### config.mk
export PLATFORM = sky130hd
export DESIGN_NAME = bht_update_scheduler
export DESIGN_NICKNAME = d
export VERILOG_FILES = /design/src/rtl/bht_update_scheduler_pkg.sv /design/src/rtl/bht_commit_fifo.sv /design/src/rtl/bht_update_scheduler.sv
export SDC_FILE = /design/constraint.sdc
export NUM_CORES = 1
export LEC_CHECK = 0
export CORE_UTILIZATION = 40
export DETAILED_ROUTE_END_ITERATION = 7
export GPL_ROUTABILITY_DRIVEN = 0
export PLACE_DENSITY = 0.75
export SYNTH_ARGS = -nofsm -noshare
export SYNTH_HDL_FRONTEND = slang
export SYNTH_SLANG_ARGS = --single-unit
export TNS_END_PERCENT = 30
### constraint.sdc
create_clock -name clk -period 1.8 [get_ports clk]
set_input_delay 0.36 -clock clk [delete_from_list [all_inputs] [get_ports clk]]
set_output_delay 0.36 -clock clk [all_outputs]
set_load 0.02 [all_outputs]
### src/rtl/bht_update_scheduler_pkg.sv
// Shared definitions for the branch history table update scheduler:
// PC-to-index extraction, FSM encodings and default table geometry.
`define BHT_PC_IDX(pc, w) pc[(w)+1:2]

package bht_update_scheduler_pkg;

    typedef enum logic [1:0] {
        ST_INIT = 2'd0,
        ST_IDLE = 2'd1,
        ST_RD   = 2'd2,
        ST_WR   = 2'd3
    } bht_state_e;

    localparam int BHT_IDX_W  = 7;
    localparam int BHT_CTR_W  = 2;
    localparam int BHT_QDEPTH = 4;

    localparam logic [BHT_CTR_W-1:0] BHT_CTR_MAX = {BHT_CTR_W{1'b1}};

endpackage

### src/rtl/bht_commit_fifo.sv
// Small FIFO of committed branches, each entry {taken, index}.
// The occupancy count is one bit wider than the pointers so full and empty differ.
module bht_commit_fifo #(
    parameter int IDX_W  = 7,
    parameter int QDEPTH = 4
) (
    input  logic             i_clk,
    input  logic             i_rst_n,
    input  logic             i_push,
    input  logic [IDX_W:0]   i_push_data,
    input  logic             i_pop,
    output logic [IDX_W:0]   o_head,
    output logic             o_full,
    output logic             o_empty
);

    localparam int PW = $clog2(QDEPTH);

    logic [IDX_W:0] r_mem [QDEPTH];
    logic [PW-1:0]  r_wptr;
    logic [PW-1:0]  r_rptr;
    logic [PW:0]    r_count;

    always_ff @(posedge i_clk or negedge i_rst_n) begin
        if (!i_rst_n) begin
            r_wptr  <= '0;
            r_rptr  <= '0;
            r_count <= '0;
        end else begin
            if (i_push)
                r_wptr <= r_wptr + PW'(1);
            if (i_pop)
                r_rptr <= r_rptr + PW'(1);
            case ({i_push, i_pop})
                2'b10:   r_count <= r_count + (PW+1)'(1);
                2'b01:   r_count <= r_count - (PW+1)'(1);
                default: r_count <= r_count;
            endcase
        end
    end

    // Storage carries no reset; occupancy alone decides what is valid.
    always_ff @(posedge i_clk) begin
        if (i_push)
            r_mem[r_wptr] <= i_push_data;
    end

    assign o_head  = r_mem[r_rptr];
    assign o_full  = (r_count == (PW+1)'(QDEPTH));
    assign o_empty = (r_count == '0);

endmodule

### src/rtl/bht_update_scheduler.sv
// Shares the counter table's single read port between fetch lookups and
// commit-time read-modify-write updates, and clears the table after reset.
module bht_update_scheduler
    import bht_update_scheduler_pkg::*;
#(
    parameter int                 IDX_W    = BHT_IDX_W,
    parameter int                 CTR_W    = BHT_CTR_W,
    parameter int                 QDEPTH   = BHT_QDEPTH,
    parameter logic [CTR_W-1:0]   INIT_VAL = '0
) (
    input  logic              clk,
    input  logic              rst,
    input  logic              rdy,
    input  logic              if_req,
    input  logic [31:0]       if_pc,
    output logic              if_gnt,
    output logic              pred_valid,
    output logic              pred_taken,
    input  logic              rob_valid,
    input  logic [31:0]       rob_pc,
    input  logic              rob_taken,
    output logic              rob_ready,
    output logic              busy,
    output logic              tbl_re,
    output logic [IDX_W-1:0]  tbl_raddr,
    input  logic [CTR_W-1:0]  tbl_rdata,
    output logic              tbl_we,
    output logic [IDX_W-1:0]  tbl_waddr,
    output logic [CTR_W-1:0]  tbl_wdata,
    output logic [1:0]        dbg_state
);

    localparam logic [CTR_W-1:0] CTR_MAX  = {CTR_W{1'b1}};
    localparam logic [IDX_W-1:0] IDX_LAST = {IDX_W{1'b1}};

    bht_state_e       r_state;
    bht_state_e       w_next_state;
    logic [IDX_W-1:0] r_sweep_idx;
    logic [CTR_W-1:0] r_ctr;
    logic             r_pred_valid;
    logic             r_pred_zero;
    logic             r_pred_fwd;
    logic             r_pred_fwd_bit;

    logic             w_en;
    logic [IDX_W-1:0] w_if_idx;
    logic [IDX_W-1:0] w_rob_idx;
    logic [IDX_W:0]   w_head;
    logic [IDX_W-1:0] w_head_idx;
    logic             w_head_taken;
    logic             w_full;
    logic             w_empty;
    logic             w_push;
    logic             w_pop;
    logic [CTR_W-1:0] w_new_ctr;
    logic             w_init_lookup;
    logic             w_unused_pc;

    // Outputs stay quiet both while frozen and while reset is held.
    assign w_en       = rdy & rst;
    assign w_if_idx   = `BHT_PC_IDX(if_pc, IDX_W);
    assign w_rob_idx  = `BHT_PC_IDX(rob_pc, IDX_W);
    assign w_unused_pc = ^{if_pc[31:IDX_W+2], if_pc[1:0], rob_pc[31:IDX_W+2], rob_pc[1:0]};

    assign w_head_idx   = w_head[IDX_W-1:0];
    assign w_head_taken = w_head[IDX_W];
    assign w_push       = w_en & rob_valid & ~w_full;
    assign w_pop        = w_en & (r_state == ST_WR);

    bht_commit_fifo #(
        .IDX_W  (IDX_W),
        .QDEPTH (QDEPTH)
    ) u_fifo (
        .i_clk       (clk),
        .i_rst_n     (rst),
        .i_push      (w_push),
        .i_push_data ({rob_taken, w_rob_idx}),
        .i_pop       (w_pop),
        .o_head      (w_head),
        .o_full      (w_full),
        .o_empty     (w_empty)
    );

    always_comb begin
        w_new_ctr = r_ctr;
        if (w_head_taken && (r_ctr != CTR_MAX))
            w_new_ctr = r_ctr + CTR_W'(1);
        else if (!w_head_taken && (r_ctr != '0))
            w_new_ctr = r_ctr - CTR_W'(1);
    end

    always_comb begin
        w_next_state  = r_state;
        if_gnt        = 1'b0;
        tbl_re        = 1'b0;
        tbl_raddr     = w_if_idx;
        tbl_we        = 1'b0;
        tbl_waddr     = w_head_idx;
        tbl_wdata     = w_new_ctr;
        w_init_lookup = 1'b0;
        if (w_en) begin
            case (r_state)
                ST_INIT: begin
                    tbl_we        = 1'b1;
                    tbl_waddr     = r_sweep_idx;
                    tbl_wdata     = INIT_VAL;
                    if_gnt        = if_req;
                    w_init_lookup = if_req;
                    if (r_sweep_idx == IDX_LAST)
                        w_next_state = ST_IDLE;
                end
                ST_IDLE: begin
                    // A full queue steals the port so commits cannot stall forever.
                    if (!w_empty && (w_full || !if_req)) begin
                        tbl_re       = 1'b1;
                        tbl_raddr    = w_head_idx;
                        w_next_state = ST_RD;
                    end else begin
                        if_gnt = if_req;
                        tbl_re = if_req;
                    end
                end
                ST_RD: begin
                    if_gnt       = if_req;
                    tbl_re       = if_req;
                    w_next_state = ST_WR;
                end
                ST_WR: begin
                    if_gnt       = if_req;
                    tbl_re       = if_req;
                    tbl_we       = 1'b1;
                    w_next_state = ST_IDLE;
                end
            endcase
        end
    end

    always_ff @(posedge clk or negedge rst) begin
        if (!rst) begin
            r_state        <= ST_INIT;
            r_sweep_idx    <= '0;
            r_ctr          <= '0;
            r_pred_valid   <= 1'b0;
            r_pred_zero    <= 1'b0;
            r_pred_fwd     <= 1'b0;
            r_pred_fwd_bit <= 1'b0;
        end else if (rdy) begin
            r_state <= w_next_state;
            if (r_state == ST_INIT)
                r_sweep_idx <= r_sweep_idx + IDX_W'(1);
            if (r_state == ST_RD)
                r_ctr <= tbl_rdata;
            r_pred_valid   <= if_gnt;
            r_pred_zero    <= w_init_lookup;
            r_pred_fwd     <= if_gnt & tbl_we & (tbl_waddr == w_if_idx);
            r_pred_fwd_bit <= tbl_wdata[CTR_W-1];
        end
    end

    assign pred_valid = r_pred_valid & rdy;
    assign pred_taken = r_pred_zero ? 1'b0 :
                        r_pred_fwd  ? r_pred_fwd_bit : tbl_rdata[CTR_W-1];
    assign busy       = (r_state == ST_INIT);
    assign rob_ready  = ~w_full;
    assign dbg_state  = r_state;

endmodule

# Yosys cells after proc, flatten, opt, wreduce, memory -nomap -nowiden
# Memory sizes are Yosys's and may differ from the RTL's.
# Cells that the tools add are included.
[classes]
n_mux = 27
addsub = 7
bitwise_logic = 8
n_eq_ne = 11
n_reduce_logical = 17
[op_table]
columns = ["op", "n"]
rows = [
  ["two-way mux 7 bit", 5],
  ["two-way mux 1 bit", 12],
  ["two-way mux 2 bit", 6],
  ["one-hot mux 2 bit (4 select lines)", 1],
  ["adder 7 x 1 -> 7 bit, second input constant", 1],
  ["bitwise AND 1 bit", 7],
  ["equality test 7 bit", 1],
  ["equality test 7 bit, second input constant", 1],
  ["adder 2 x 1 -> 2 bit, second input constant", 3],
  ["equality test 2 bit, second input constant", 3],
  ["one-hot mux 3 bit (2 select lines)", 1],
  ["equality test 2 x 1 -> 1 bit, second input constant", 2],
  ["inequality test 2 bit, second input constant", 2],
  ["one-hot mux 1 bit (2 select lines)", 2],
  ["AND reduction 2 bit", 2],
  ["AND reduction 4 bit", 1],
  ["nonzero test 2 bit", 2],
  ["OR reduction 2 bit", 2],
  ["adder 3 x 1 -> 3 bit, second input constant", 1],
  ["equality test 3 bit, second input constant", 1],
  ["logical AND 1 bit", 3],
  ["logical NOT 1 bit", 3],
  ["logical NOT 3 bit", 1],
  ["OR reduction 3 bit", 1],
  ["6 further kinds", 6],
]
[totals]
ramBits = 32
out_inout_bits = 25
inputBits = 72
ff_bits = 22
mem_count = 1
elab_cells = 81
[mem_list]
columns = ["memory", "words", "word_bits", "read_ports", "rd_clocked_by_memory_dff", "write_ports", "line_no", "rtl"]
rows = [
  ["u_fifo.r_mem", 4, 8, 1, 0, 1, "bht_commit_fifo.sv:19", "logic [IDX_W:0] r_mem [QDEPTH];"],
]

# Logic depth before layout (Yosys ltp)
# Gate-level depths: netlist (run 1).
[logic_depth]
ltp_word = 8
ltp_mapped = 11
ltp_nobuf = 10

# By module
# From an unflattened synthesis (run 1), not the netlist that was laid out.
[hier_totals]
hier_cells = 226
hier_area_um2 = 2751.4
[modules_own_cells]
columns = ["module", "seq_area_each_um2", "instances", "cells_per_inst", "area_each_um2"]
rows = [
  ["bht_commit_fifo", 1136.1, 1, 79, 1551.5],
  ["bht_update_scheduler", 375.4, 1, 147, 1199.9],
]

# Worst setup path after synthesis (run 1)
# Ideal clock, no wire load.
[synth_timing]
path_kind = "reg-to-output"
from = "register r_state[0] (netlist: dbg_state[0])"
to = "output port tbl_waddr[0]"
path_slack_ns = -0.475
required_time_ns = 1.440
arrival_ns = 1.915
n_path_buf = 1
path_stages_with_launch = 6
cell_sequence = "dfrtp_1 > inv_1 > ha_1 > and3_1 > clkbuf_1 > mux2_2"
[synth_via]
elab_chain_len = 3
[synth_lines]
columns = ["item", "line_no", "rtl"]
rows = [
  ["from (decl)", "bht_update_scheduler.sv:36", "bht_state_e r_state;"],
  ["from (signal assigned)", "bht_update_scheduler.sv:148", "r_state <= w_next_state;"],
  ["logical NOT 2 bit", "--", ""],
  ["named net busy", "bht_update_scheduler.sv:23", "output logic busy,"],
  ["two-way mux 7 bit", "bht_update_scheduler.sv:102", "case (r_state)"],
  ["two-way mux 7 bit", "bht_update_scheduler.sv:101", "if (w_en) begin"],
  ["to (decl)", "bht_update_scheduler.sv:28", "output logic [IDX_W-1:0] tbl_waddr,"],
]
# The timed path passes the listed nets, and every way through them passes these cells.

# Worst setup path in the final report (run 1)
[layout_timing]
from = "register u_fifo.r_rptr[0]"
to = "output port tbl_wdata[0]"
[layout_via]
elab_chain_len = 7
word_cells_on_any_way = 8
cone_classes = "4 x mux; 3 x reduce/logical; 1 x memory"
[layout_lines]
columns = ["item", "line_no", "rtl"]
rows = [
  ["from (decl)", "bht_commit_fifo.sv:21", "logic [PW-1:0] r_rptr;"],
  ["from (signal assigned)", "bht_commit_fifo.sv:33", "r_rptr <= r_rptr + PW'(1);"],
  ["memory read (4 x 8 bit) *", "--", ""],
  ["logical NOT 1 bit", "bht_update_scheduler.sv:88", "else if (!w_head_taken && (r_ctr != '0))"],
  ["logical AND 1 bit", "bht_update_scheduler.sv:88", ""],
  ["two-way mux 2 bit", "bht_update_scheduler.sv:88", ""],
  ["two-way mux 2 bit *", "bht_update_scheduler.sv:86", "if (w_head_taken && (r_ctr != CTR_MAX))"],
  ["two-way mux 2 bit", "bht_update_scheduler.sv:102", ""],
  ["two-way mux 2 bit *", "bht_update_scheduler.sv:101", ""],
  ["to (decl)", "bht_update_scheduler.sv:29", "output logic [CTR_W-1:0] tbl_wdata,"],
]
# Mark *: on every way between the ends. The rest lies on a longest branch, timed or not.

==> metrics.log, run 1 <==
INFO  metric synth_area = around 2800 µm²
INFO  metric violations = design-rule violations, negative setup slack
INFO  metric setup-violations-final = 22
INFO  metric post-dp-hpwl = 4656 µm
INFO  metric vias = around 1900
INFO  metric clock_sink_count = 54
INFO  metric grt_antenna_before_repair = 0
INFO  metric initial_core_util = roughly 42%
INFO  metric family_with_the_most_delay_on_the_worst_path = multiplexers
INFO  metric std_cell_rows = 29
INFO  metric fin_crit = 2.287 ns
INFO  metric drt_wl_total = about 6000 µm
INFO  metric die_w = roughly 85 µm
INFO  metric async_flop_share = 40.74%
INFO  metric register_bit_count_reported_by_yosys = 54
INFO  metric relSlewSlack = between 70% and 80%
INFO  metric power.static_leakage = 1.681 nW
INFO  metric first_pass_iters = 7
INFO  metric die_area = ~7200 µm²
INFO  metric htree_levels = 2
INFO  metric die_h = 84.96 µm
INFO  metric max_cap_viols = 0
INFO  metric groute.usage.overall = 17.82%
INFO  metric min-delay-path-class = input port to asynchronous set/reset pin
INFO  metric rsz_0062_raised_after_global_routing = true
INFO  metric grt-ovfl-total = 0
INFO  metric synth_enable_flop_cells = 32
INFO  metric drc = 4
INFO  metric placement.cell_area = 3794 µm²
INFO  metric fraction_of_final_layout_cells_sized_beyond_drive_strength_1 = between 40% and 50%
INFO  metric ys_seq_area_share = 54.91%
INFO  metric syn-num-nets = between 200 and 300
INFO  metric final_min_period_over_clock_period = 127.1%
INFO  metric whs = 0.1627 ns
INFO  metric detailedRoute.firstIterationViolations = 62
INFO  metric tritoncts_clock_tree = done
INFO  metric num_antenna_cells = 0
INFO  metric critical_path_buf_inv_count = 2
INFO  metric ys.warnings.count = 0
INFO  metric routed_wire_length_per_instance = between 15 and 20 µm
INFO  metric mean_cell_area_of_the_mapped_netlist = 14.04 µm²
INFO  metric worst-endpoint-required = roughly 1.4 ns
INFO  metric vias_per_cell = 5.016
INFO  metric core-area = 6495 µm²
INFO  metric grt_start_max_net_pins = 20
INFO  metric crit_chain = mux4_2, buf_6, mux2i_1, xnor2_1, nor2_1, buf_2
INFO  metric insertion_delay = around 0.30 ns
INFO  metric ir_worst_vdd = 0.4662 mV
INFO  metric finish.instance_area = 3934 µm²
INFO  metric fin_nets = 391
INFO  metric finalNonFillerCells = 383
INFO  metric post-route-worst-setup-slack = -0.4872 ns
INFO  metric synth.distinct_cells = 32
INFO  metric result_of_the_run = complete, but fails checks
INFO  metric portBuffers = 46
INFO  metric final-max-slew-violation-count = 0
INFO  metric critical_path.max_fanout = 3
INFO  metric grt_pass1_wl = between 9000 and 10000 µm
INFO  metric delay_of_the_slowest_cell_on_the_worst_path = 0.57 ns
INFO  metric vias_in_the_first_global_route = 2026
INFO  metric syn-instance-count = 196
INFO  metric worst_setup_hold_path_clk_slew = 0.10 ns
INFO  metric worstSetupPathType = register to primary output
INFO  metric main_flop_type_after_synthesis = edfxtp_1
INFO  metric finClkSkew = 0.003897 ns
INFO  metric cts_root_buf = clkbuf_8
INFO  metric worst_margin_slew = between 0.3 and 0.4 ns
INFO  metric critPathSlowestCell = mux4_2
INFO  metric max_clock_freq = around 440 MHz
INFO  metric area_delta_synth_final = 42.91%
INFO  metric worst_setup_path_start_kind = register
INFO  metric dpl.cell_count = 372
INFO  metric io_pins = 97
INFO  metric p_per_area = 1426 nW/µm²
INFO  metric number_of_nets_with_antenna_violations_after_routing = 0
INFO  metric tritoncts.num_buffers = 5
INFO  metric clk_path_buf_depth = 2
INFO  metric end_kind = primary output
INFO  metric final_hold_viol_count = 0
INFO  metric cp.arrival = 1.93 ns
-- kinds of logic after synthesis --
group	synth area share, %
buf+inv	2.863
flops	54.91
compound gates	3.909
fa+ha+maj	6.637
xor+xnor	8.273
simple gates	6.955
mux	16.45
-- state kept, by name, summed over array words and instances, names as in the netlist --
| name | count |
|---|---|
| r_pred_fwd_bit | 1 |
| r_pred_valid | 1 |
| r_pred_fwd | 1 |
| u_fifo.r_wptr | 2 |
| dbg_state | 2 |
| r_pred_zero | 1 |
| r_sweep_idx | 7 |
| u_fifo.r_count | 3 |
| u_fifo.r_rptr | 2 |
| r_ctr | 2 |
| u_fifo.r_mem | 32 |
-- area by class of cell --
type / instances / area (µm²)
fill: 505 / 2561
clock inverter: 3 / 28.78
timing repair buffer: 109 / 917.1
inverter: 12 / 45.04
clock buffer: 5 / 68.82
sequential: 54 / 1515
tap: 77 / 96.34
multi-input combinational: 123 / 1262
-- placed cells by master (no fill, tap or decap), types with 9 or more instances in the layout --
| master | netlist | final |
|---|---|---|
| clkdlybuf4s50_1 | 0 | 19 |
| buf_4 | 0 | 62 |
| nand3_1 | 9 | 9 |
| xor2_1 | 11 | 11 |
| ha_1 | 13 | 11 |
| mux2_4 | 0 | 11 |
| buf_6 | 1 | 14 |
| xnor2_1 | 15 | 15 |
| dfrtp_1 | 22 | 19 |
| edfxtp_1 | 32 | 32 |
-- through the flow --
step           worst slack [ns]  util [%]  power [mW]  setup TNS, ns
3_5_place_dp            -0.9132     58.41       4.748         -26.99
5_1_grt                 -0.5887     60.57       5.974         -9.001
4_1_cts                 -0.5452     59.60       5.510         -8.891
3_3_place_gp            -0.8286     58.41       4.663         -27.03
6_report                -0.4872     60.57       5.611         -7.483
2_1_floorplan           -0.2108         -       3.374         -2.218
-- routing by layer --
layer / vias to the layer above / part of all wire, % / wire length (µm) / global-route usage [%]
met2: 43 / 50 / 3016 / 30.87
li1: 925 / - / - / -
met3: 9 / 3.1 / 187 / 2.918
met1: 944 / 44 / 2659 / 22.54
met5: - / 0 / 0 / 0
met4: 0 / 1.9 / 115 / 6.626
-- synth_stat cells, types with 3 or more instances --
cell type,instances,area [µm²]
nand2_1,5,18.77
inv_1,12,45.04
nor2_1,7,26.28
nor2b_1,3,18.77
ha_1,13,162.7
nand3_1,9,45.04
mux2i_1,4,40.04
mux2_2,19,214.0
and3_1,4,25.02
clkbuf_1,6,22.52
xnor2_1,15,131.4
o21ai_0,3,15.01
dfrtp_1,22,550.5
edfxtp_1,32,960.9
mux4_2,3,67.56
xor2_1,11,96.34
and2_1,6,37.54
a31oi_1,4,25.02
mux4_1,5,131.4
-- worst paths after layout --
kind                            slack (ns)              from        endpoint  depth (start not counted)
worst min-delay path                  0.16               rst  r_sweep_idx[2]                          2
worst min register to register        0.49      r_pred_valid    r_pred_valid                          1
worst max-delay path                 -0.49  u_fifo.r_rptr[0]    tbl_wdata[0]                          6
min in group clk                      0.49      r_pred_valid    r_pred_valid                          1
max in group asynchronous             1.40               rst    dbg_state[1]                          3
worst max register to register       -0.26  u_fifo.r_rptr[0]      r_pred_fwd                          8
-- worst register-to-register path, stage by stage (launching register included) --
cell      delay (ns)
dfrtp_2         0.42
buf_6           0.15
mux4_2          0.55
buf_4           0.16
buf_4           0.12
xor2_1          0.15
nor4_1          0.07
a311oi_1        0.28
nor2_1          0.07
-- report_power, final --
part	switching, mW	total, mW	internal (mW)
clock	0.420	0.712	0.292
sequential	0.181	1.73	1.55
combinational	1.43	3.17	1.74
-- repair_timing --
action                     4_1_cts  5_1_grt
hold buffers                     0        0
gates resized for setup        111       31
setup endpoints to repair       29       25
cloned                           0        0
setup buffers                    2        2
pin swaps                        7        4
(Power assumes the default switching activity.)
==> run 2, diff against run 1 <==
CELL_PAD_IN_SITES_DETAIL_PLACEMENT = 0   (was unset)
CELL_PAD_IN_SITES_GLOBAL_PLACEMENT = 1   (was unset)
CORE_UTILIZATION = 32   (was 40)
HOLD_SLACK_MARGIN = 0.1   (was unset)
PLACE_DENSITY = 0.76   (was 0.75)
==> metrics.log, run 2 (synthesis results as in run 1) <==
INFO  metric cts_hold_buffers = 0 (unchanged)
INFO  metric setup-violations-final = 22 (unchanged)
INFO  metric number_of_flip_flops_under_the_largest_register_name = 32 (unchanged)
INFO  metric fin_nets = 401 (+2.6%)
INFO  metric min-delay-path-class = input port to asynchronous set/reset pin
INFO  metric die_w = 94.75 µm (+12%)
INFO  metric most_common_cell_after_layout_fill_and_taps_aside = buf_4
INFO  metric core-area = 8258 µm² (+27%)
INFO  metric die_area = 8977 µm² (+24%)
INFO  metric worst-endpoint-required = 1.44 ns (about the same)
INFO  metric vias_per_cell = 4.551 (-9.3%)
INFO  metric relSlewSlack = 82.72% (+5.7 points)
INFO  metric fin_tns_setup = -8.283 ns (-0.8001 ns)
INFO  metric ir_worst_vdd = 0.5123 mV (+9.9%)
INFO  metric sequential_cell_area = 1515 µm² (unchanged)
INFO  metric drc = 0 (-4)
INFO  metric max_clock_freq = 430.4 MHz (-1.6%)
INFO  metric area_used_by_multi_input_combinational_logic = 1324 µm² (+4.9%)
INFO  metric vias_in_the_first_global_route = 2020 (-0.30%)
INFO  metric grt_antenna_before_repair = 0 (unchanged)
INFO  metric first_pass_iters = 4 (-3)
INFO  metric final_hold_viol_count = 0 (unchanged)
INFO  metric p_per_area = 1448 nW/µm² (+1.5%)
INFO  metric power = 6.067 mW (+8.1%)
INFO  metric top_register = u_fifo.r_mem
INFO  metric grt-ovfl-total = 0 (unchanged)
INFO  metric tritoncts_clock_tree = done
INFO  metric layout.core_utilization = 50.74% (-9.8 points)
INFO  metric cp.arrival = 1.96 ns (+0.03 ns)
INFO  metric grt_pass1_wl = 10210 µm (+4.4%)
INFO  metric worstSetupPathType = register to primary output
INFO  metric critical_path.max_fanout = 4 (+1)
INFO  metric htree_levels = 2 (unchanged)
INFO  metric result_of_the_run = complete, but fails checks
INFO  metric max_cap_viols = 0 (unchanged)
INFO  metric end_kind = primary output
INFO  metric grt_start_max_net_pins = 20 (unchanged)
INFO  metric final-max-slew-violation-count = 0 (unchanged)
INFO  metric layout_top_registers = u_fifo.r_mem (32), r_sweep_idx (7), u_fifo.r_count (3)
INFO  metric worst_setup_hold_path_clk_slew = 0.10 ns (about the same)
INFO  metric area_delta_synth_final = 52.23%
INFO  metric final_min_period_over_clock_period = 129.1% (+2.0 points)
INFO  metric post-route-worst-setup-slack = -0.5233 ns (-0.03603 ns)
INFO  metric num_antenna_cells = 0 (unchanged)
INFO  metric portBuffers = 46 (unchanged)
INFO  metric fin_crit = 2.323 ns (+0.03603 ns)
INFO  metric finClkSkew = 0.004181 ns (+0.0002840 ns)
INFO  metric filler_cell_count = 745 (+48%)
INFO  metric worst_setup_path_start_kind = register
INFO  metric clk_path_buf_depth = 2 (unchanged)
INFO  metric io_pins = 97 (unchanged)
INFO  metric dpl.cell_count = 405 (+8.9%)
INFO  metric detailedRoute.firstIterationViolations = 61 (-1.6%)
INFO  metric routed_wire_length_per_instance = 15.01 µm (-3.8%)
INFO  metric groute.usage.overall = 15.35% (-2.5 points)
INFO  metric vias = 1916 (-0.26%)
INFO  metric insertion_delay = 0.31 ns (about the same)
INFO  metric finalNonFillerCells = 421 (+9.9%)
INFO  metric std_cell_rows = 33 (+14%)
INFO  metric clock_sink_count = 54 (unchanged)
INFO  metric violations = negative setup slack
INFO  metric cts_root_buf = clkbuf_8
INFO  metric die_h = 94.75 µm (+12%)
INFO  metric number_of_nets_with_antenna_violations_after_routing = 0 (unchanged)
INFO  metric rsz_0062_raised_after_global_routing = true
INFO  metric tritoncts.num_buffers = 5 (unchanged)
INFO  metric fraction_of_final_layout_cells_sized_beyond_drive_strength_1 = 49.37% (+3.6 points)
INFO  metric mostFrequentLayoutCells = buf_4, edfxtp_1, clkdlybuf4s50_1, dfrtp_1, buf_6
INFO  metric initial_core_util = 33.33% (-9.0 points)
INFO  metric drt_wl_total = 6320 µm (+5.7%)
INFO  metric worst_margin_slew = 0.2581 ns (-0.08368 ns)
INFO  metric post-dp-hpwl = 4790 µm (+2.9%)
INFO  metric power.static_leakage = 1.765 nW (+5.0%)
run 2: changes by cell type in the layout (fill, tap and decap cells not counted), moves of 2 or more:
| cell | change |
|---|---|
| ha_1 | -2 |
| a31oi_1 | -2 |
| buf_12 | +6 |
| buf_4 | +2 |
| a31oi_4 | +2 |
| buf_6 | +3 |
run 2: critical path, cell delays in order, from the launching register on:
cell and delay, ns:
dfrtp_2 0.42, buf_6 0.14, mux4_2 0.56, buf_6 0.15, mux2_4 0.26, buf_6 0.13
run 2: final timing paths:
path | start | to | slack [ns] | cells after the start
setup / recovery | u_fifo.r_rptr[0] | tbl_raddr[2] | -0.52 | 5
hold / removal | rst | u_fifo.r_count[2] | 0.17 | 2
setup reg to reg | u_fifo.r_rptr[0] | r_pred_fwd | -0.29 | 9
hold reg to reg | r_pred_valid | r_pred_valid | 0.48 | 1
max in group asynchronous | rst | r_sweep_idx[6] | 1.39 | 3
min in group clk | r_pred_valid | r_pred_valid | 0.48 | 1
run 2: power breakdown:
part           internal, mW  switching [mW]
Sequential             1.55           0.165
Clock                 0.292           0.430
Combinational          2.03            1.60
Total                  3.87            2.20
run 2: metal layers:
metal / up-vias / wire [µm] / track usage [%] / part of all wire (%)
li1: 947 / - / - / -
met1: 940 / 2736 / 19.15 / 43
met2: 24 / 3384 / 27.46 / 54
met3: 5 / 158 / 2.818 / 2.5
met4: 0 / 41 / 3.409 / 0.65
met5: - / 0 / 0 / 0
run 2: stage by stage:
step / worst slack, ns / hold slack (ns) / instance area [µm²]
2_1_floorplan: -0.2108 / 0.06441 / 2830
3_3_place_gp: -0.7741 / 0.4546 / 3916
3_5_place_dp: -0.7991 / 0.4577 / 3916
4_1_cts: -0.5580 / 0.1631 / 4125
5_1_grt: -0.5972 / 0.1765 / 4190
6_report: -0.5233 / 0.1725 / 4190
run 2: final cells by class:
class	count	share of cell area (%)
multi-input combinational	123	31.59
inverter	12	1.075
clock buffer	5	1.642
tap	105	3.135
timing repair buffer	119	25.71
clock inverter	3	0.6868
sequential	54	36.16
run 2: repair_timing:
action / 4_1_cts / 5_1_grt
pin swaps: 7 / 2
endpoints found under the setup margin: 27 / 26
endpoints found under the hold margin: 0 / 0
gates resized for setup: 127 / 27
setup buffers: 9 / 0
==> run 3, diff against run 2 <==
CORE_UTILIZATION = 25   (was 32)
MAX_ROUTING_LAYER = met4   (was unset)
PLACE_DENSITY = 0.62   (was 0.76)
==> metrics.log, run 3 (synthesis results as in run 1) <==
INFO  metric fraction_of_final_layout_cells_sized_beyond_drive_strength_1 = 48.71% (-0.66 points)
INFO  metric portBuffers = 46 (unchanged)
INFO  metric crit_path_start = u_fifo.r_rptr[0]
INFO  metric mostFrequentLayoutCells = buf_4, edfxtp_1, clkdlybuf4s50_1
INFO  metric worstSetupPathType = register to primary output
INFO  metric routed_wire_length_per_instance = 14.21 µm (-5.4%)
INFO  metric critPathSlowestCell = mux4_2
INFO  metric dpl.cell_count = 435 (+7.4%)
INFO  metric initial_core_util = 26.19% (-7.1 points)
INFO  metric power = 5.928 mW (-2.3%)
INFO  metric violations = negative setup slack
INFO  metric timing.critical_path.mode_cell = a31oi_4
INFO  metric grt-ovfl-total = 0 (unchanged)
INFO  metric max_cap_viols = 0 (unchanged)
INFO  metric clk_path_buf_depth = 2 (unchanged)
INFO  metric worst-endpoint-required = 1.44 ns (about the same)
INFO  metric worst_margin_slew = 0.2439 ns (-0.01425 ns)
INFO  metric fin_crit = 2.318 ns (-0.005045 ns)
INFO  metric worst_setup_path_start_kind = register
INFO  metric fin_nets = 395 (-1.5%)
INFO  metric most_common_cell_after_layout_fill_and_taps_aside = buf_4
INFO  metric detailedRoute.firstIterationViolations = 67 (+9.8%)
INFO  metric area_delta_synth_final = 50.41%
INFO  metric cp.arrival = 1.96 ns (about the same)
INFO  metric setup-violations-final = 22 (unchanged)
INFO  metric cts_hold_buffers = 0 (unchanged)
INFO  metric result_of_the_run = complete, but fails checks
INFO  metric critical_path.max_fanout = 4 (unchanged)
INFO  metric tritoncts_clock_tree = done
INFO  metric first_pass_iters = 4 (unchanged)
INFO  metric filler_cell_count = 1021 (+37%)
INFO  metric drt_wl_total = 6337 µm (+0.27%)
INFO  metric final_hold_viol_count = 0 (unchanged)
INFO  metric cts_root_buf = clkbuf_8
INFO  metric post-dp-hpwl = 4981 µm (+4.0%)
INFO  metric placement.cell_area = 3897 µm² (-0.48%)
INFO  metric insertion_delay = 0.31 ns (about the same)
INFO  metric vias_in_the_first_global_route = 2031 (+0.54%)
INFO  metric finish.instance_area = 4140 µm² (-1.2%)
INFO  metric finalNonFillerCells = 446 (+5.9%)
INFO  metric tritoncts.num_buffers = 5 (unchanged)
INFO  metric htree_levels = 2 (unchanged)
INFO  metric layout_top_registers = u_fifo.r_mem (32), r_sweep_idx (7), u_fifo.r_count (3)
INFO  metric fin_tns_setup = -8.340 ns (-0.05667 ns)
INFO  metric power.static_leakage = 1.727 nW (-2.2%)
INFO  metric area_used_by_multi_input_combinational_logic = 1326 µm² (+0.19%)
INFO  metric grt_start_max_net_pins = 19 (-5.0%)
INFO  metric vias_per_cell = 4.238 (-6.9%)
INFO  metric grt_antenna_before_repair = 0 (unchanged)
INFO  metric min-delay-path-class = input port to asynchronous set/reset pin
INFO  metric r2r_start = u_fifo.r_rptr[0]
INFO  metric std_cell_rows = 37 (+12%)
INFO  metric die_w = 106.9 µm (+13%)
INFO  metric delay_of_the_slowest_cell_on_the_worst_path = 0.61 ns (+0.05 ns)
INFO  metric number_of_flip_flops_under_the_largest_register_name = 32 (unchanged)
INFO  metric die_area = 11430 µm² (+27%)
INFO  metric grt_pass1_wl = 10410 µm (+2.0%)
INFO  metric ir_worst_vdd = 1.135 mV (+120%)
INFO  metric final_min_period_over_clock_period = 128.8% (-0.28 points)
INFO  metric top_register = u_fifo.r_mem
INFO  metric end_kind = primary output
INFO  metric sequential_cell_area = 1515 µm² (unchanged)
INFO  metric max_clock_freq = 431.4 MHz (+0.22%)
INFO  metric num_antenna_cells = 0 (unchanged)
INFO  metric final-max-slew-violation-count = 0 (unchanged)
INFO  metric drc = 0 (unchanged)
INFO  metric rsz_0062_raised_after_global_routing = true
INFO  metric vias = 1890 (-1.4%)
INFO  metric p_per_area = 1432 nW/µm² (-1.1%)
INFO  metric post-route-worst-setup-slack = -0.5182 ns (+0.005045 ns)
INFO  metric io_pins = 97 (unchanged)
INFO  metric number_of_nets_with_antenna_violations_after_routing = 0 (unchanged)
INFO  metric die_h = 106.9 µm (+13%)
INFO  metric pre_cts_ws = -0.8074 ns (-0.008285 ns)
INFO  metric finClkSkew = 0.01124 ns (+0.007059 ns)
INFO  metric clock_sink_count = 54 (unchanged)
INFO  metric timing.reg2reg.worst_path_depth = 7 (-2)
INFO  metric worst_setup_hold_path_clk_slew = 0.11 ns (about the same)
INFO  metric relSlewSlack = 83.61% (+0.89 points)
INFO  metric core-area = 10510 µm² (+27%)
INFO  metric groute.usage.overall = 12.12% (-3.2 points)
INFO  metric crit_chain = mux4_2, a211oi_4, a31oi_4, a31oi_4, buf_6
## run 3: cell count changes in the layout (fill, tap and decap cells not counted), moves of 2 or more
cell,before,now
buf_12,6,1
buf_6,17,14
buf_2,5,7
dlygate4sd2_1,4,2
ha_4,3,1
## run 3: stage by stage
| stage | hold WS, ns | util (%) |
|---|---|---|
| floorplan | 0.06441 | - |
| global placement | 0.4801 | 37.09 |
| detailed placement | 0.4857 | 37.09 |
| CTS | 0.4387 | 38.95 |
| global route | 0.4568 | 39.40 |
| finish | 0.4515 | 39.40 |
## run 3: worst paths after layout
check | endpoint | slack [ns]
min in group clk | r_pred_valid | 0.51
worst max register to register | r_pred_fwd_bit | -0.29
worst min-delay path | dbg_state[0] | 0.45
max in group asynchronous | u_fifo.r_rptr[0] | 1.08
worst min register to register | r_pred_valid | 0.51
worst max-delay path | tbl_wdata[1] | -0.52
## run 3: layer usage
metal	global-route usage, %	routed length [µm]	up-vias
li1	-	-	933
met1	14.66	2844	925
met2	21.29	3278	28
met3	2.128	181	4
met4	2.348	31	0
met5	-	0	-
## run 3: timing repair
| item | 4_1_cts | 5_1_grt |
|---|---|---|
| gates cloned | 0 | 0 |
| pin swaps | 8 | 3 |
| endpoints found under the hold margin | 0 | 0 |
| resized for setup | 139 | 17 |
| buffers inserted | 3 | 1 |
| endpoints found under the setup margin | 44 | 26 |
## run 3: critical path: cells and delay by family (launching register included)
family / cells / cell delay (ns)
AOI/OAI and AO/OA: 3 / 0.46
DFF: 1 / 0.43
buffers and inverters: 1 / 0.14
muxes: 1 / 0.61
## run 3: final cells by class
cell class / count / area share [%]
Sequential cell: 54 / 36.60
Multi-Input combinational cell: 123 / 32.03
Timing Repair Buffer: 113 / 23.33
Tap cell: 136 / 4.110
Clock buffer: 5 / 1.662
Clock inverter: 3 / 1.179
Inverter: 12 / 1.088
## run 3: power breakdown
part | total (mW) | switching [mW] | internal, mW | leakage, nW
logic | 3.35 | 1.54 | 1.82 | 1.11
registers | 1.73 | 0.174 | 1.55 | 0.559
clock network | 0.847 | 0.423 | 0.424 | 0.0563
